## config.mk

```make
export PLATFORM = sky130hd
export DESIGN_NAME = sound_wave_ram_arb
export DESIGN_NICKNAME = d
export VERILOG_FILES = /design/src/rtl/sound_wave_ram_arb.sv
export SDC_FILE = /design/constraint.sdc
export NUM_CORES = 1
export LEC_CHECK = 0
export ABC_AREA = 1
export CAP_MARGIN = 5
export CORE_MARGIN = 2
export CORE_UTILIZATION = 30
export DETAILED_ROUTE_END_ITERATION = 16
export PLACE_DENSITY = 0.43
export SLEW_MARGIN = 20
export SYNTH_ARGS = -nofsm -noshare
export SYNTH_HDL_FRONTEND = slang
export SYNTH_SLANG_ARGS = --single-unit
```

## constraint.sdc

```tcl
create_clock -name clk -period 2.25 [get_ports clk]
set_clock_uncertainty 0.15 [all_clocks]
set_input_delay 0.225 -clock clk [delete_from_list [all_inputs] [get_ports clk]]
set_output_delay 0.225 -clock clk [all_outputs]
set_load 0.02 [all_outputs]
```

## src/rtl/sound_wave_ram_arb.sv

```systemverilog
// Wave RAM arbiter: player and CPU share a 16x8 single-port RAM, player first, CPU forced after CPU_MAX_WAIT losses.
// Optional SOUND_WAVE_DMG_QUIRK_EN: while ch_active, CPU accesses hit the last player-fetched byte/address.
module sound_wave_ram_arb #(
    parameter int CPU_MAX_WAIT = 1
) (
    input  logic       clk,
    input  logic       rst_n,
    input  logic       ch_active,
    input  logic       play_req,
    input  logic [3:0] play_addr,
    output logic [7:0] play_data,
    output logic       play_valid,
    input  logic       cpu_req,
    input  logic       cpu_we,
    input  logic [3:0] cpu_addr,
    input  logic [7:0] cpu_wdata,
    output logic [7:0] cpu_rdata,
    output logic       cpu_ack,
    output logic       cpu_busy
);

`ifdef SOUND_WAVE_DMG_QUIRK_EN
    localparam logic QUIRK_EN = 1'b1;
`else
    localparam logic QUIRK_EN = 1'b0;
`endif
    localparam logic [1:0] MAX_WAIT = 2'(CPU_MAX_WAIT);

    logic [7:0] mem [16];

    logic       play_pend;
    logic [3:0] play_pend_addr;
    logic       cpu_pend;
    logic       cpu_pend_we;
    logic [3:0] cpu_pend_addr;
    logic [7:0] cpu_pend_wdata;
    logic [1:0] wait_cnt;
    logic [3:0] last_play_addr;

    logic       play_v;
    logic [3:0] play_a;
    logic       cpu_accept;
    logic       cpu_v;
    logic       cpu_w;
    logic [3:0] cpu_a;
    logic [7:0] cpu_d;
    logic       cpu_grant;
    logic       play_grant;
    logic       quirk_on;
    logic [3:0] cpu_mem_addr;

    // A fresh play_req replaces whatever address is still pending.
    always_comb begin
        play_v       = play_req | play_pend;
        play_a       = play_req ? play_addr : play_pend_addr;
        cpu_accept   = cpu_req & ~cpu_busy;
        cpu_v        = cpu_pend | cpu_accept;
        cpu_w        = cpu_pend ? cpu_pend_we    : cpu_we;
        cpu_a        = cpu_pend ? cpu_pend_addr  : cpu_addr;
        cpu_d        = cpu_pend ? cpu_pend_wdata : cpu_wdata;
        cpu_grant    = cpu_v & (~play_v | (wait_cnt == MAX_WAIT));
        play_grant   = play_v & ~cpu_grant;
        quirk_on     = QUIRK_EN & ch_active;
        cpu_mem_addr = quirk_on ? last_play_addr : cpu_a;
    end

    // RAM contents survive reset.
    always_ff @(posedge clk) begin
        if (cpu_grant && cpu_w) begin
            mem[cpu_mem_addr] <= cpu_d;
        end
    end

    always_ff @(posedge clk or negedge rst_n) begin
        if (!rst_n) begin
            play_pend      <= 1'b0;
            play_pend_addr <= 4'h0;
            cpu_pend       <= 1'b0;
            cpu_pend_we    <= 1'b0;
            cpu_pend_addr  <= 4'h0;
            cpu_pend_wdata <= 8'h00;
            wait_cnt       <= 2'd0;
            last_play_addr <= 4'h0;
            play_data      <= 8'h00;
            play_valid     <= 1'b0;
            cpu_rdata      <= 8'h00;
            cpu_ack        <= 1'b0;
            cpu_busy       <= 1'b0;
        end else begin
            play_pend      <= play_v & ~play_grant;
            play_pend_addr <= play_a;
            cpu_pend       <= cpu_v & ~cpu_grant;
            cpu_pend_we    <= cpu_w;
            cpu_pend_addr  <= cpu_a;
            cpu_pend_wdata <= cpu_d;
            play_valid     <= play_grant;
            cpu_ack        <= cpu_grant;

            if (cpu_grant) begin
                wait_cnt <= 2'd0;
            end else if (cpu_v) begin
                wait_cnt <= wait_cnt + 2'd1;
            end

            if (play_grant) begin
                play_data      <= mem[play_a];
                last_play_addr <= play_a;
            end

            if (cpu_grant && !cpu_w) begin
                cpu_rdata <= quirk_on ? play_data : mem[cpu_mem_addr];
            end

            // Busy from the cycle after capture through the ack cycle.
            if (cpu_accept) begin
                cpu_busy <= 1'b1;
            end else if (cpu_ack) begin
                cpu_busy <= 1'b0;
            end
        end
    end

endmodule

```

==> results of run 1 <==
-- timing repair --
item,CTS,global route
hold buffers,1,0
endpoints found under the setup margin,0,136
gates resized for setup,0,19
buffers inserted,0,0
endpoints found under the hold margin,40,0
-- flip-flops by register name, indices dropped and copies added (netlist names) --
name / flops
cpu_ack: 1
cpu_pend: 1
cpu_busy: 1
play_pend: 1
cpu_pend_we: 1
wait_cnt: 2
play_data: 8
cpu_rdata: 8
mem: 128
play_pend_addr: 4
cpu_pend_wdata: 8
cpu_pend_addr: 4
play_valid: 1
-- cell usage in the layout, fill, tap and decap left out, drive strengths merged --
cell type / synthesis / routed
o21ai: 23 / 23
dlygate4sd3: 0 / 1
clkdlybuf4s50: 0 / 38
buf: 44 / 80
edfxtp: 128 / 128
clkinv: 0 / 4
o22ai: 1 / 1
nor2: 44 / 44
or2: 11 / 11
inv: 146 / 154
bufinv: 0 / 1
nand2: 400 / 400
dfrtp: 40 / 40
o21a: 1 / 1
ha: 1 / 1
nand3b: 16 / 16
nand3: 212 / 212
clkbuf: 8 / 19
-- logic make-up after synthesis --
logic type / synth area share, %
buffers and inverters: 10.0
AO/OA/AOI/OAI: 1.79
flip-flops: 54.5
adder cells (fa/ha/maj): 0.141
AND/OR/NAND/NOR: 33.5
-- power groups by stage --
stage	sequential (mW)	combinational [mW]	clock [mW]
after detailed placement	4.07	3.89	0
after global routing	4.04	4.30	3.20
after floorplan	4.25	1.93	0
final	4.01	3.90	3.02
after CTS	4.01	3.91	3.07
after global placement	4.07	3.89	0
-- metal layers --
| layer | global-route usage [%] | share of wire [%] | vias to the layer above |
|---|---|---|---|
| met3 | 3.62 | 5.1 | 44 |
| met2 | 31.0 | 47 | 220 |
| met1 | 25.6 | 45 | 3393 |
| met5 | 0 | 0 | - |
| met4 | 8.06 | 3.3 | 0 |
| li1 | - | - | 3613 |
-- cell type report --
| cell class | count | area [um2] |
|---|---|---|
| multi-input combinational | 709 | 3180 |
| fill | 3051 | 18500 |
| sequential | 168 | 4850 |
| inverter | 146 | 556 |
| clock buffer | 19 | 475 |
| timing repair buffer | 119 | 1240 |
| tap | 390 | 488 |
| clock inverter | 13 | 126 |
-- path summary, 6_finish.rpt --
| check | slack (ns) | from | depth (start not counted) | end |
|---|---|---|---|---|
| max | 0.12 | cpu_pend | 10 | cpu_rdata[0] |
| min | 0.1 | rst_n | 2 | cpu_ack |
| max reg2reg | 0.12 | cpu_pend | 10 | cpu_rdata[0] |
| min reg2reg | 0.33 | play_data[7] | 2 | play_data[7] |
| max in group asynchronous | 1.31 | rst_n | 3 | cpu_pend_wdata[2] |
| min in group clk | 0.25 | cpu_req | 3 | cpu_busy |
-- per-stage QoR --
stage / area (um2) / total power, mW / hold WS (ns)
2_1_floorplan: 8880 / 6.18 / -0.221
3_3_place_gp: 10200 / 7.96 / 0.0375
3_5_place_dp: 10200 / 7.96 / 0.0348
4_1_cts: 10800 / 11.0 / 0.106
5_1_grt: 10900 / 11.5 / 0.122
6_report: 10900 / 10.9 / 0.0978
-- critical path: stages, from the launching register on --
cell and delay [ns]:
dfrtp_2 0.44, buf_6 0.17, o21ai_4 0.28, inv_2 0.11, buf_4 0.23, nand2_1 0.09, nand2_1 0.12, nand2_1 0.09
nand2_1 0.05, nor2_1 0.21, nor2_1 0.06
==> run_results.csv, run 1 <==
group,metric,value,unit
global_route,overflow,0,
floorplanning,core_area,29400,um2
timing,rsz0062_at_grt,"true",
floorplanning,io_pins,41,
worst_setup_path,critPathKind,"register to register",
global_route,grt_start_max_net_pins,49,
place,dp.cells,1531,
worst_setup_path,crit_path_end_kind,"register",
yosys,ys_seq_elements,168,
worst_setup_path,critPathArrivalTime,2.31,ns
detailed_routing,wl,29.1,mm
yosys,netlist_top_cells_count,"nand2_1, nand3_1, inv_1",
yosys,synth_area,8880,um2
floorplanning,die_h,176,um
final_layout,fin_util,37.1,%
timing,min_period,2.13,ns
yosys,synth_edf_count,128,
final_layout,layout-drive-gt1-share,13.4,%
pwr,p_seq_share,36.6,%
detailed_routing,wl_per_cell,18.6,um
timing,maxSlewHeadroom,72.5,%
pwr,irDropWorstVdd,0.586,mV
detailed_routing,first_pass_iters,5,
worst_setup_path,startpoint_type,"register",
yosys,yosysUniqueCellTypes,26,
floorplanning,start_util,30.2,%
place,preCtsSetupSlack,-0.165,ns
place,gp_congestion,0.847,
clock_tree,clock_sinks,168,
detailed_routing,ant_nets,0,
worst_setup_path,path_max_fanout,16,
worst_setup_path,required,2.42,ns
final_layout,fin_cells,1564,
clock_tree,cts_tree,"done",
final_layout,nets,1184,
clock_tree,clk_pin_slew,0.07,ns
run_status,status,"completed",
yosys,yosysTopAreaCell,"edfxtp_1",
clock_tree,htree_levels,4,
min_path,hp-class,"primary input to asynchronous set/reset pin",
pwr,p_leak,5.02,nW
yosys,avgSynthCellArea,8.26,um2
timing,worst_pin_slew,0.413,ns
detailed_routing,drc_errors,0,
detailed_routing,vias,7270,
final_layout,syn_to_final_growth,22.9,%
timing,setup_viol,0,
place,hpwl,20.2,mm
clock_tree,cts_buffers,17,
pwr,p_per_area,1000,nW/um2
timing,fmax,469,MHz
yosys,ys_warn_count,0,
floorplanning,die_area,31000,um2
yosys,synth_ff_type,"edfxtp_1",
pwr,p_sw,4.01,mW
timing,final-hold-violation-count,0,
timing,setup_ws,0.116,ns
yosys,ys_top_cells_by_area,"edfxtp_1, nand2_1, nand3_1, dfrtp_1, inv_1",
final_layout,antennaDiodeCount,0,
pwr,clkPwrFrac,27.6,%
floorplanning,die_x,176,um
global_route,antenna_found_initial,0,
global_route,grt.total_usage,19.3,%
yosys,synth_fp_nets,1098,
global_route,grt_pass1_vias,7110,
clock_tree,clk-insertion-delay-late,0.44,ns
global_route,grt_first_pass_wirelength,43.9,mm
timing,finalMaxSlewViolations,0,
clock_tree,cts-root-buf,"clkbuf_16",
yosys,netlist_instances,1075,
detailed_routing,vias_per_cell,4.65,
yosys,yosysTopAreaCellShare,43.3,%
yosys,yosysMostFrequentCell,"nand2_1",
timing,tns,0,ns
yosys,ys_seq_area_share,54.5,%
floorplanning,rows,63,
yosys,ys_async_sr_fraction,23.8,%
clock_tree,clock_path_buffers,2,
timing,finalCritPeriodShare,94.9,%
pwr,internal_power,6.92,mW
pwr,swShare,36.7,%
detailed_routing,drt_iter0_markers,679,
pwr,pwr-share-comb,35.7,%
place,portBuffers,39,
job,cap_viol_max_count,0,
No activity file was read; power rests on OpenSTA's default activity.
==> inputs of run 2 (changes only) <==
Settings changed: CTS_BUF_LIST set to sky130_fd_sc_hd__clkbuf_8.
==> run 2 against run 1 <==
  * Register-to-register slack got worse by 0.03 ns
  * Highest routed layer unchanged
  * Global-route usage rose by 0.10 points
  * Non-clock buffer count unchanged
==> run_results.csv, run 2 (synthesis results as in run 1) <==
group,metric,value,unit
timing,fmax,462,MHz
clock_tree,clk_pin_slew,0.10,ns
final_layout,regMostFlops,"mem",
global_route,overflow,0,
detailed_routing,vias_per_cell,4.68,
worst_setup_path,crit_path_end_kind,"register",
final_layout,syn_to_final_growth,21.1,%
worst_setup_path,worst-path-stages,10,
pwr,p_per_area,956,nW/um2
global_route,grt_first_pass_wirelength,44.0,mm
floorplanning,start_util,30.2,%
worst_setup_path,crit_path_top_delay_cell,"dfrtp_2",
clock_tree,clock_path_buffers,2,
worst_setup_path,cpMostUsedCell,"nand2_1",
worst_setup_path,reg2regPathDepth,10,
detailed_routing,wl,29.1,mm
clock_tree,clock_sinks,168,
clock_tree,cts_tree,"done",
floorplanning,core_area,29400,um2
min_path,hp-class,"primary input to asynchronous set/reset pin",
timing,final-hold-violation-count,0,
timing,finalMaxSlewViolations,0,
clock_tree,htree_levels,4,
place,portBuffers,39,
run_status,status,"completed",
worst_setup_path,crit_chain,"buf_6 > o21ai_4 > inv_2 > buf_4 > nand2_1 > nand2_1 > nand2_1 > nand2_1 > nor2_1 > nor2_1",
clock_tree,cts-root-buf,"clkbuf_8",
final_layout,final_cell_mix,"nand2_1, nand3_1, inv_1",
worst_setup_path,required,2.47,ns
place,hpwl,20.2,mm
floorplanning,io_pins,41,
worst_setup_path,slowest_delay,0.46,ns
detailed_routing,drc_errors,0,
detailed_routing,drt_iter0_markers,646,
final_layout,nets,1184,
detailed_routing,ant_nets,0,
final_layout,antennaDiodeCount,0,
worst_setup_path,critPathBufInv,3,
place,place_area,10200,um2
clock_tree,cts_setup_buffers,0,
timing,hold-worst-slack,0.0440,ns
place,gp_congestion,0.847,
timing,maxSlewHeadroom,72.8,%
worst_setup_path,critPathKind,"register to register",
floorplanning,rows,63,
floorplanning,die_h,176,um
global_route,grt_pass1_vias,7114,
global_route,grt.total_usage,19.4,%
clock_tree,clk-insertion-delay-late,0.48,ns
timing,finalCritPeriodShare,96.3,%
final_layout,stdcell_area,10800,um2
floorplanning,die_area,31000,um2
pwr,finalPower,10.3,mW
global_route,antenna_found_initial,0,
timing,worst_pin_slew,0.408,ns
clock_tree,cts_buffers,17,
final_layout,largest_register_ffs,128,
worst_setup_path,critPathArrivalTime,2.39,ns
detailed_routing,first_pass_iters,5,
final_layout,layout-drive-gt1-share,13.9,%
pwr,p_leak,4.95,nW
timing,tns,0,ns
floorplanning,die_x,176,um
worst_setup_path,crit_family,"simple AND/OR/NAND/NOR gates",
detailed_routing,vias,7312,
timing,min_period,2.17,ns
global_route,grt_start_max_net_pins,49,
timing,setup_viol,0,
timing,rsz0062_at_grt,"true",
job,cap_viol_max_count,0,
worst_setup_path,path_max_fanout,16,
detailed_routing,wl_per_cell,18.6,um
final_layout,fin_util,36.6,%
pwr,irDropWorstVdd,0.419,mV
worst_setup_path,startpoint_type,"register",
final_layout,final_common_cell,"nand2_1",
## run 2: cell types whose count changed in the layout (fill, tap and decap cells not counted), moves of 2 or more
cell | previous run | this run
clkbuf_8 | 0 | 17
nor2_1 | 33 | 27
buf_4 | 51 | 49
clkbuf_16 | 19 | 0
nor2_2 | 10 | 16
bufinv_16 | 1 | 3
buf_6 | 11 | 13
## run 2: where the power goes
group          switching (mW)  leakage, nW  internal, mW
clock                    1.24        0.220          1.13
combinational            2.54         3.10          1.38
sequential              0.148         1.63          3.85
total                    3.93         4.95          6.36
## run 2: through the flow
stage               instances  worst slack, ns
finish                   1564           0.0838
global route             1564          -0.0395
CTS                      1564          0.00144
detailed placement       1531           -0.165
global placement         1531           -0.202
floorplan                1075           0.0719
## run 2: routing by layer
| layer | global-route usage, % | part of all wire (%) |
|---|---|---|
| met1 | 25.6 | 45 |
| met2 | 31.2 | 47 |
| met3 | 3.27 | 4.9 |
| met4 | 9.23 | 3.6 |
| met5 | 0 | 0 |
## run 2: final timing paths
kind,startpoint,slack (ns),to
hold reg to reg,play_data[7],0.34,play_data[7]
setup reg to reg,cpu_pend,0.08,cpu_rdata[0]
max in group asynchronous,rst_n,1.36,cpu_pend_wdata[1]
min in group clk,cpu_req,0.20,cpu_busy
setup / recovery,cpu_pend,0.08,cpu_rdata[0]
hold / removal,rst_n,0.04,cpu_ack
## run 2: final cells by class
class                      instances  area [um2]
inverter                         146         556
multi-input combinational        709        3200
timing repair buffer             119        1250
sequential                       168        4850
fill                            3078       18600
clock buffer                      17         234
clock inverter                    15         186
tap                              390         488
## run 2: what timing repair did
| item | 4_1_cts | 5_1_grt |
|---|---|---|
| setup endpoints to repair | 0 | 136 |
| gates resized for setup | 0 | 28 |
| hold endpoints to repair | 40 | 0 |
| hold buffers | 1 | 0 |
==> inputs of run 3 (changes only) <==
Settings changed: CORE_UTILIZATION 30 to 60, DONT_BUFFER_PORTS set to 1, PLACE_DENSITY 0.43 to 0.75, SETUP_SLACK_MARGIN set to 0.15.
==> run 3 against run 2 <==
  * Final cell count is 15% lower
  * Worst setup slack improved by 0.12 ns
  * Non-clock buffer count is 33 lower
  * Clock power grew 3%
  * Maximum frequency rose by 5.7%
  * Via count is 4.1% higher
  * Sequential share of layout area rose by 2.6 points
  * Hold slack got worse by 0.030 ns
  * Sequential power increased by 5.5%
  * Combinational power decreased by 16%
  * Count of clock-buffer cells in the layout up 4
  * Routed wire length shrank 13%
  * Critical path type unchanged
  * Highest routed layer unchanged
==> run_results.csv, run 3 (synthesis results as in run 1) <==
group,metric,value,unit
global_route,grt_first_pass_wirelength,38.8,mm
floorplanning,die_h,126,um
final_layout,final_common_cell,"nand2_1",
final_layout,nets,1151,
clock_tree,clk-insertion-delay-late,0.49,ns
global_route,grt.total_usage,32.7,%
clock_tree,clock_path_buffers,2,
timing,tns,0,ns
worst_setup_path,crit_path_end_kind,"register",
detailed_routing,wl_per_cell,19.0,um
final_layout,fin_util,70.3,%
timing,finalMaxSlewViolations,0,
clock_tree,clock_sinks,168,
timing,finalCritPeriodShare,91.1,%
timing,worst_pin_slew,0.441,ns
detailed_routing,vias_per_cell,5.74,
timing,final-hold-violation-count,0,
floorplanning,io_pins,41,
place,gp_congestion,0.974,
floorplanning,rows,44,
clock_tree,cts_buffers,17,
detailed_routing,vias,7610,
floorplanning,die_x,126,um
worst_setup_path,critPathKind,"register to register",
detailed_routing,drc_errors,0,
floorplanning,start_util,61.4,%
clock_tree,clk_pin_slew,0.09,ns
place,place_area,9340,um2
timing,fmax,488,MHz
timing,hold-worst-slack,0.0138,ns
final_layout,seq_area,4840,um2
detailed_routing,ant_nets,0,
run_status,status,"completed",
clock_tree,cts-root-buf,"clkbuf_8",
final_layout,regMostFlops,"mem",
final_layout,largest_register_ffs,128,
global_route,overflow,0,
clock_tree,cts_tree,"done",
final_layout,stdcell_area,10200,um2
clock_tree,htree_levels,4,
final_layout,antennaDiodeCount,0,
detailed_routing,first_pass_iters,8,
final_layout,multi_input_area,3230,um2
timing,rsz0062_at_grt,"true",
global_route,antenna_found_initial,0,
final_layout,final_cell_mix,"nand2_1, nand3_1, inv_1",
timing,setup_viol,0,
worst_setup_path,startpoint_type,"register",
pwr,irDropWorstVdd,0.604,mV
final_layout,syn_to_final_growth,14.6,%
timing,maxSlewHeadroom,70.6,%
final_layout,fillers,1088,
floorplanning,die_area,15800,um2
pwr,p_leak,4.79,nW
timing,min_period,2.05,ns
floorplanning,core_area,14500,um2
pwr,p_per_area,976,nW/um2
worst_setup_path,required,2.30,ns
worst_setup_path,critPathArrivalTime,2.10,ns
global_route,grt_pass1_vias,7178,
min_path,hp-class,"primary input to register",
job,cap_viol_max_count,0,
final_layout,layout-drive-gt1-share,13.3,%
detailed_routing,drt_iter0_markers,1101,
global_route,grt_start_max_net_pins,58,
place,portBuffers,0,
worst_setup_path,path_max_fanout,8,
place,hpwl,16.2,mm
pwr,finalPower,9.93,mW
detailed_routing,wl,25.2,mm
run 3: cell type report:
class / count / area share (%)
inverters: 146 / 5.46
repair buffers: 86 / 8.50
well taps: 184 / 2.26
flip-flops and latches: 168 / 47.6
clock buffers: 21 / 2.84
clock inverters: 11 / 1.65
multi-input cells: 709 / 31.7
run 3: through the flow:
stage               instances  setup WS [ns]
floorplan                1075         0.0719
global placement         1270          0.164
detailed placement       1270          0.154
CTS                      1323          0.148
global route             1325          0.123
finish                   1325          0.200
run 3: what timing repair did:
| item | 4_1_cts | 5_1_grt |
|---|---|---|
| cloned | 0 | 0 |
| gates resized for setup | 7 | 35 |
| endpoints found under the hold margin | 66 | 1 |
| pin swaps | 1 | 4 |
| hold buffers | 21 | 1 |
| setup endpoints to repair | 52 | 136 |
| buffers inserted | 0 | 1 |
run 3: routing by layer:
metal / track usage [%] / part of all wire, % / vias up / wire [um]
met4: 17.2 / 4.6 / 0 / 1160
li1: - / - / 3543 / -
met3: 8.54 / 12 / 90 / 3100
met1: 43.4 / 37 / 3433 / 9450
met2: 49.9 / 46 / 544 / 11500
met5: 0 / 0 / - / 0
run 3: where the power goes:
part | internal (mW) | switching, mW
Clock | 1.33 | 1.10
Combinational | 1.07 | 2.22
Sequential | 3.85 | 0.361
run 3: worst paths after layout:
| path | from | end | slack (ns) | depth (start not counted) |
|---|---|---|---|---|
| min in group asynchronous | rst_n | play_pend_addr[1] | 0.04 | 2 |
| min reg2reg | cpu_pend_wdata[4] | cpu_pend_wdata[4] | 0.33 | 2 |
| max in group asynchronous | rst_n | cpu_pend_wdata[0] | 1.68 | 2 |
| max | cpu_pend | mem[4][4] | 0.20 | 9 |
| min | play_req | play_pend_addr[0] | 0.01 | 4 |
| max reg2reg | cpu_pend | mem[4][4] | 0.20 | 9 |
run 3: worst max-delay path, stage by stage, from the launching register on:
cell and delay, ns:
dfrtp_1 0.42, buf_4 0.19, o21a_1 0.16, inv_1 0.05, nor2_2 0.11, buf_6 0.13, nand3_2 0.09, buf_6 0.15
nor2_1 0.13, buf_6 0.17
